===== config.mk =====
export PLATFORM = sky130hd
export DESIGN_NAME = regfile_write_arbiter
export DESIGN_NICKNAME = d
export VERILOG_FILES = /design/src/rtl/regfile_pkg.sv /design/src/rtl/rr_arbiter2.sv /design/src/rtl/regfile_write_arbiter.sv
export SDC_FILE = /design/constraint.sdc
export NUM_CORES = 1
export LEC_CHECK = 0
export ABC_AREA = 1
export CAP_MARGIN = 20
export CORE_MARGIN = 3
export CORE_UTILIZATION = 41
export DETAILED_ROUTE_END_ITERATION = 12
export PLACE_DENSITY = 0.83
export SLEW_MARGIN = 20
export SYNTH_ARGS = -nofsm -noshare
export SYNTH_HDL_FRONTEND = slang
export SYNTH_SLANG_ARGS = --single-unit

===== constraint.sdc =====
create_clock -name clk -period 2.3 [get_ports clk]
set_input_delay 0.345 -clock clk [delete_from_list [all_inputs] [get_ports clk]]
set_output_delay 0.345 -clock clk [all_outputs]
set_load 0.03 [all_outputs]

===== src/rtl/regfile_pkg.sv =====
// Shared types and default widths for the register-file write path.
// Also holds the round-robin pointer encoding used by the arbiter.
package regfile_pkg;

  localparam int DATA_W = 8;
  localparam int ADDR_W = 3;

  typedef logic [ADDR_W-1:0] reg_idx_t;
  typedef logic [DATA_W-1:0] reg_data_t;

  typedef struct packed {
    reg_idx_t  dest;
    reg_data_t data;
  } wr_req_t;

  typedef enum logic {
    PTR_REQ0 = 1'b0,
    PTR_REQ1 = 1'b1
  } rr_ptr_e;

endpackage


===== src/rtl/rr_arbiter2.sv =====
// Two-way round-robin arbiter: combinational grant, pointer advances past each winner.
// Reusable wherever two requesters share one port.
module rr_arbiter2
  import regfile_pkg::*;
(
  input  logic       clk,
  input  logic       rst,
  input  logic [1:0] req_i,
  input  logic       en_i,
  output logic [1:0] gnt_o
);

  rr_ptr_e ptr_q;
  rr_ptr_e ptr_d;

  always_ff @(posedge clk) begin
    if (rst) begin
      ptr_q <= PTR_REQ0;
    end else begin
      ptr_q <= ptr_d;
    end
  end

  // The pointer names the requester that wins a tie on the next contention.
  always_comb begin
    ptr_d = ptr_q;
    if (gnt_o[0]) begin
      ptr_d = PTR_REQ1;
    end else if (gnt_o[1]) begin
      ptr_d = PTR_REQ0;
    end else begin
      ptr_d = ptr_q;
    end
  end

  always_comb begin
    gnt_o = 2'b00;
    if (rst || !en_i) begin
      gnt_o = 2'b00;
    end else begin
      case (req_i)
        2'b01:   gnt_o = 2'b01;
        2'b10:   gnt_o = 2'b10;
        2'b11:   gnt_o = (ptr_q == PTR_REQ0) ? 2'b01 : 2'b10;
        default: gnt_o = 2'b00;
      endcase
    end
  end

endmodule


===== src/rtl/regfile_write_arbiter.sv =====
// Shares the register-file write port between ALU writeback and the load/immediate unit.
// The winning write is held in a one-entry stage that also publishes a pending-write mask.
module regfile_write_arbiter #(
  parameter int DATA_W = 8,
  parameter int ADDR_W = 3
) (
  input  logic                 clk,
  input  logic                 rst,
  input  logic                 req0Valid_i,
  input  logic [ADDR_W-1:0]    req0Dest_i,
  input  logic [DATA_W-1:0]    req0Data_i,
  output logic                 req0Ready_o,
  input  logic                 req1Valid_i,
  input  logic [ADDR_W-1:0]    req1Dest_i,
  input  logic [DATA_W-1:0]    req1Data_i,
  output logic                 req1Ready_o,
  input  logic                 stall_i,
  output logic [ADDR_W-1:0]    destReg_o,
  output logic [DATA_W-1:0]    data_o,
  output logic                 writeFlag_o,
  output logic [2**ADDR_W-1:0] pendingMask_o
);

  import regfile_pkg::*;

  localparam int NREG = 2**ADDR_W;

  logic [1:0]        gnt_s;
  logic              flag_q;
  logic              flag_d;
  logic [ADDR_W-1:0] dest_q;
  logic [ADDR_W-1:0] dest_d;
  logic [DATA_W-1:0] data_q;
  logic [DATA_W-1:0] data_d;
  logic [NREG-1:0]   mask_q;
  logic [NREG-1:0]   mask_d;

  rr_arbiter2 u_arb (
    .clk   (clk),
    .rst   (rst),
    .req_i ({req1Valid_i, req0Valid_i}),
    .en_i  (!stall_i),
    .gnt_o (gnt_s)
  );

  assign req0Ready_o = gnt_s[0];
  assign req1Ready_o = gnt_s[1];

  // Dest/data only move on a grant, so an idle requester's bus never reaches the stage.
  always_comb begin
    flag_d = flag_q;
    dest_d = dest_q;
    data_d = data_q;
    if (stall_i) begin
      flag_d = flag_q;
    end else if (gnt_s[0]) begin
      flag_d = 1'b1;
      dest_d = req0Dest_i;
      data_d = req0Data_i;
    end else if (gnt_s[1]) begin
      flag_d = 1'b1;
      dest_d = req1Dest_i;
      data_d = req1Data_i;
    end else begin
      flag_d = 1'b0;
    end
  end

  always_comb begin
    mask_d = '0;
    if (flag_d) begin
      mask_d[dest_d] = 1'b1;
    end else begin
      mask_d = '0;
    end
  end

  always_ff @(posedge clk) begin
    if (rst) begin
      flag_q <= 1'b0;
      dest_q <= '0;
      data_q <= '0;
      mask_q <= '0;
    end else begin
      flag_q <= flag_d;
      dest_q <= dest_d;
      data_q <= data_d;
      mask_q <= mask_d;
    end
  end

  assign writeFlag_o   = flag_q;
  assign destReg_o     = dest_q;
  assign data_o        = data_q;
  assign pendingMask_o = mask_q;

endmodule


==> summary.md, run 1 <==
| Metric | Value |
|---|---|
| Yosys cell types | 18 |
| Hold path start | u_arb.ptr_q |
| Final Hold Slack | 497 ps |
| Post-CTS Repair Setup Buffers | 0 |
| Inst Count DP | 197 |
| Outcome | finished clean |
| Post_cts resized | 0 |
| Vias in the first global route | 898 |
| Number of detailed-route iterations in the first pass | 4 |
| Clk_lat worst skew | approximately 300 ps |
| Tmin final | between 2000 and 2500 ps |
| Placement Setup Slack | 283 ps |
| Slowest-stage cell, CP | clkdlybuf4s50_1 |
| Setup crit start kind | input port |
| CTS clk-pin slew, worst paths | 120 ps |
| Vias per inst | 4.98 |
| Flops & latches, synth | 21 |
| Number of nets in the layout | 202 |
| Max H-tree Level | 1 |
| Syn_nets | 150 |
| Post-DP HPWL | approximately 1.8 mm |
| Initial Util | 0.452 |
| Routed wire length per instance | 11.6 um |
| Die area | 2860 um2 |
| Post-route setup slack | 256 ps |
| Highest clock rate | 489 MHz |
| Post-synth ARST share | 0 |
| Via count | 1,001 |
| Top cells by count, synth | nand2_1 (36), dfxtp_1 (21), inv_1 (15) |
| Final setup fails | 0 |
| DRC | 0 |
| Top FF cell, synth | dfxtp_1 |
| Final cell count without fillers | 201 |
| Main area contributors after synthesis | dfxtp_1 (46%), nand2_1 (15%), nand3_1 (7.6%), o211ai_1 (6.5%), inv_1 (6.1%) |
| Max Root-Sink Buffers | 2 |
| CTS buffer count | 3 |
| Initial antenna violation count | 0 |
| Slew Limit Fails | 0 |
| Setup CP Type | in -> out |
| Synth warnings | 0 |
| Antenna Violating Nets Remaining | 0 |
| GPL Wtd Cong | 0.880 |
| Ratio of cells with drive above 1 in the final layout | 0.0862 |
| Slew @ Worst Pin | 317 ps |
| Max Clock Skew | 4.73 ps |
| Pwr/cell area | 522 nW/um2 |
| Post-synth EDFFs | 0 |
| Tot GR Track Use | 0.175 |
| Hold buffers post-CTS | 0 |
| ANT cells | 0 |
| R2r worst-path depth | 7 |
| Slew margin rel. | 0.788 |
| Count leader, synth | nand2_1 |
| Setup tns final | 0 ps |
| Cell area after synthesis | 923 um2 |
| Crit path capture type | primary output |
| Drt total wl | 2.34 mm |
| Register area share after synthesis | 0.455 |
| Wire length of the first global-routing pass | 3.67 mm |
| Critical Path AT | approximately 1700 ps |
| CTS tree | built |
| Largest net degree at the start of global routing | 21 |
| Core Rows | 16 |
| Final period utilization | 0.888 |
| IO Port Bufs | 48 |
| Core Region | a little over 2000 um2 |
| Mapped Avg Cell Area | 7.51 um2 |
| Top cell type's share of synthesized area | 0.455 |
| Reg-to-reg critical path startpoint | u_arb.ptr_q |
| HP Class | reg -> reg |
| Cell taking the most area after synthesis | dfxtp_1 |
| Worst hold path cell count | 2 |
| Final hold violation count | 0 |
| Die Height | 53.5 um |
| Drt initial violations | 12 |
| R2r setup slk | 990 ps |
| Slowest cell delay on critical path | 620 ps |
| Syn Inst Count | around 120 |
| RR Endpoint | pendingMask_o[3] |
| Number of max-cap violations | 0 |
| CP Cell Sequence | clkdlybuf4s50_1 -> nand2_1 -> nand3_2 -> clkinv_1 -> buf_4 |
| CP max FO | 9 |
| Hold Path End | u_arb.ptr_q |
| Clk root buf | clkbuf_4 |
| Leakage power total | 0.645 nW |
| CP delay by family, top | buffers and inverters |
| Clk sinks | 21 |
| Instance count on the critical path | 5 |
| Area delta synth->final | 56.8% |
| Number of I/O pins | 49 |
| Pwr Total | 0.000755 W |
| Grt total ovfl | 0 |
| WP buf/inv | 3 |
| Worst EP required | 1960 ps |
| VDD IR max | 0.278 mV |
| RSZ-0062 raised after global routing | false |
| Die Wd | ~53 um |
[power by group]
group	leakage (nW)	switching, W	internal (W)	total, W
registers	0.171	0.00000827	0.000380	0.000388
clock network	0.0177	0.000112	0.0000647	0.000177
logic	0.456	0.0000999	0.0000903	0.000190
[final cells by class]
class	count	area, um2
Clock buffer	3	22.5
Clock inverter	1	5.00
Fill cell	175	594
Inverter	17	63.8
Multi-Input combinational cell	82	412
Sequential cell	21	420
Tap cell	27	33.8
Timing Repair Buffer	50	490
[placed cells by master, fill, tap and decap left out, drive strengths merged, types with 2 or more instances in the layout]
cell           instances
nor2                  12
o211ai                 8
clkinv                 2
a21oi                  2
inv                   16
clkbuf                 3
dfxtp                 21
nand2                 37
nand3                 16
nand4                  5
clkdlybuf4s50         46
buf                    4
[flip-flops by register name (all words and copies together) (netlist names)]
name           flops
destReg_o          3
u_arb.ptr_q        1
data_o             8
pendingMask_o      8
writeFlag_o        1
[how the worst max path moves through the flow]
stage                      startpoint          end  slack, ps
after floorplan           req1Valid_i    data_o[0]        970
after global placement    req1Valid_i  req0Ready_o        330
after detailed placement  req1Valid_i  req0Ready_o        280
after CTS                 req1Valid_i  req0Ready_o        280
after global routing      req1Valid_i  req0Ready_o        130
final                     req1Valid_i  req0Ready_o        260
[cells by family after synthesis]
family	synth area share
AO/OA/AOI/OAI	0.0976
flip-flops	0.455
AND/OR/NAND/NOR	0.348
buffers and inverters	0.0989
[through the flow]
step	utilization	instance area, um2
2_1_floorplan	-	923
3_3_place_gp	0.695	1420
3_5_place_dp	0.695	1420
4_1_cts	0.709	1450
5_1_grt	0.709	1450
6_report	0.709	1450
[layer usage]
metal | global-route usage | part of all wire | vias to the layer above
met2 | 0.298 | 0.46 | 54
met3 | 0.0394 | 0.11 | 4
met5 | 0 | 0 | -
met1 | 0.206 | 0.42 | 444
met4 | 0.0766 | 0.0077 | 0
li1 | - | - | 499
[tightest hold or removal path: stages, from the launching register on]
cell and delay [ps]:
dfxtp_1 350, nand2_1 70, a21oi_1 50
Power figures use the tool's default switching activity.
==> inputs of run 2 (changes only) <==
CORE_UTILIZATION = 40   (was 41)
PLACE_DENSITY = 0.82   (was 0.83)
==> run 2 against run 1 <==
Non-clock buffer count is the same; critical endpoint unchanged; highest routed layer unchanged; first-iteration DRC count grew 58%; critical path depth is the same; largest power group unchanged; fmax shrank 0.12%; clock power shrank 2%; cell area is the same; sequential power is essentially flat; utilization shrank 0.69 points; die area grew 2.2%; register-to-register slack is essentially flat.
==> summary.md, run 2 (synthesis results as in run 1) <==
| Metric | Value |
|---|---|
| Max Root-Sink Buffers | 2 (unchanged) |
| R2r worst-path depth | 8 (was 7) |
| Slowest cell delay on critical path | 600 ps (was 620 ps) |
| Number of I/O pins | 49 (unchanged) |
| Setup tns final | 0 ps (unchanged) |
| CTS tree | built (unchanged) |
| CP Cell Sequence | clkdlybuf4s50_1 -> nand2_1 -> nand3_2 -> clkinv_1 -> buf_4 (unchanged) |
| Number of detailed-route iterations in the first pass | 4 (unchanged) |
| Initial Util | 0.448 (was 0.452) |
| Final period utilization | 0.890 (was 0.888) |
| Antenna Violating Nets Remaining | 0 (unchanged) |
| HP Class | reg -> reg (unchanged) |
| CTS buffer count | 3 (unchanged) |
| Number of max-cap violations | 0 (unchanged) |
| Final setup fails | 0 (unchanged) |
| CTS clk-pin slew, worst paths | 120 ps (about the same) |
| Wire length of the first global-routing pass | 3.62 mm (was 3.67 mm) |
| ANT cells | 0 (unchanged) |
| Leakage power total | 0.645 nW (unchanged) |
| Number of nets in the layout | 202 (unchanged) |
| Util after Layout | 0.702 (was 0.709) |
| Slew Limit Fails | 0 (unchanged) |
| Post-DP HPWL | 1.76 mm (was 1.85 mm) |
| Crit path capture type | primary output (unchanged) |
| CP delay by family, top | buffers and inverters (unchanged) |
| Max H-tree Level | 1 (unchanged) |
| Die area | 2920 um2 (was 2860 um2) |
| Post-CTS Repair Setup Buffers | 0 (unchanged) |
| Critical Path AT | 1700 ps (about the same) |
| Core Rows | 16 (unchanged) |
| IO Port Bufs | 48 (unchanged) |
| Worst EP required | 1960 ps (about the same) |
| Routed wire length per instance | 11.0 um (was 11.6 um) |
| Core Region | 2060 um2 (was 2040 um2) |
| CP max FO | 9 (unchanged) |
| Tot GR Track Use | 0.173 (was 0.175) |
| Most frequent cells in the layout | clkdlybuf4s50_1 (46), nand2_1 (36), dfxtp_1 (21) (unchanged) |
| Slowest-stage cell, CP | clkdlybuf4s50_1 (unchanged) |
| WP buf/inv | 3 (unchanged) |
| Max Clock Skew | 6.02 ps (was 4.73 ps) |
| Via count | 949 (was 1,001) |
| Post_cts resized | 0 (unchanged) |
| Drt total wl | 2.22 mm (was 2.34 mm) |
| DRC | 0 (unchanged) |
| Ratio of cells with drive above 1 in the final layout | 0.0862 (unchanged) |
| Hold buffers post-CTS | 0 (unchanged) |
| RSZ-0062 raised after global routing | false (unchanged) |
| Clk root buf | clkbuf_4 (unchanged) |
| Outcome | finished clean (unchanged) |
| Slew @ Worst Pin | 330 ps (was 317 ps) |
| Largest net degree at the start of global routing | 21 (unchanged) |
| Initial antenna violation count | 0 (unchanged) |
| Die Height | 54.0 um (was 53.5 um) |
| Tmin final | 2050 ps (was 2040 ps) |
| Fill count | 178 (was 175) |
| VDD IR max | 0.324 mV (was 0.278 mV) |
| Highest clock rate | 489 MHz (about the same) |
| Setup crit start kind | input port (unchanged) |
| Vias per inst | 4.72 (was 4.98) |
| Slew margin rel. | 0.779 (was 0.788) |
| Final hold violation count | 0 (unchanged) |
| Most common cell after layout, fill and taps aside | clkdlybuf4s50_1 (unchanged) |
| GPL Wtd Cong | 0.768 (was 0.880) |
| Instance count on the critical path | 5 (unchanged) |
| Clk sinks | 21 (unchanged) |
| Setup CP Type | in -> out (unchanged) |
| Pwr/cell area | 518 nW/um2 (was 522 nW/um2) |
| Die Wd | 54.0 um (was 53.5 um) |
| Drt initial violations | 19 (was 12) |
| Vias in the first global route | 863 (was 898) |
| Area delta synth->final | 56.8% (unchanged) |
| Worst hold path cell count | 2 (unchanged) |
| Clk_lat worst skew | 300 ps (about the same) |
| Grt total ovfl | 0 (unchanged) |
run 2: cell counts in the layout (fill, tap and decap cells not counted):
No cell type changed its count.
run 2: routing by layer:
layer / up-vias / share of wire / GRT usage
li1: 498 / - / -
met1: 404 / 0.41 / 0.193
met2: 45 / 0.45 / 0.284
met3: 2 / 0.13 / 0.0831
met4: 0 / 0.0086 / 0.0622
met5: - / 0 / 0
run 2: cell type report:
class	count	area, um2	area share
well taps	27	33.8	0.0233
inverters	17	63.8	0.0441
repair buffers	50	490	0.339
flip-flops and latches	21	420	0.290
clock buffers	3	22.5	0.0156
multi-input cells	82	412	0.284
clock inverters	1	5.00	0.00346
run 2: through the flow:
stage	power [W]	std cells	instance area (um2)	setup slack, ps	hold slack (ps)
6_report	0.000750	201	1450	254	500
4_1_cts	0.000756	201	1450	264	503
5_1_grt	0.000790	201	1450	101	533
3_5_place_dp	0.000585	197	1420	269	485
2_1_floorplan	0.000492	123	923	973	414
3_3_place_gp	0.000582	197	1420	335	475
run 2: final timing paths:
kind,startpoint,end,slack [ps]
worst max-delay path,req1Valid_i,req0Ready_o,250
worst min-delay path,u_arb.ptr_q,u_arb.ptr_q,500
worst max register to register,u_arb.ptr_q,pendingMask_o[2],980
worst min register to register,u_arb.ptr_q,u_arb.ptr_q,500
run 2: tightest hold or removal path, cell delays in order (launching register included):
cell	delay (ps)
dfxtp_1	350
nand2_1	70
a21oi_1	50
run 2: power breakdown:
group / internal (W) / total (W) / switching [W] / leakage [nW]
Combinational: 0.0000902 / 0.000190 / 0.0000995 / 0.456
Clock: 0.0000646 / 0.000173 / 0.000108 / 0.0177
Sequential: 0.000380 / 0.000388 / 0.00000773 / 0.171
Total: 0.000535 / 0.000750 / 0.000215 / 0.645
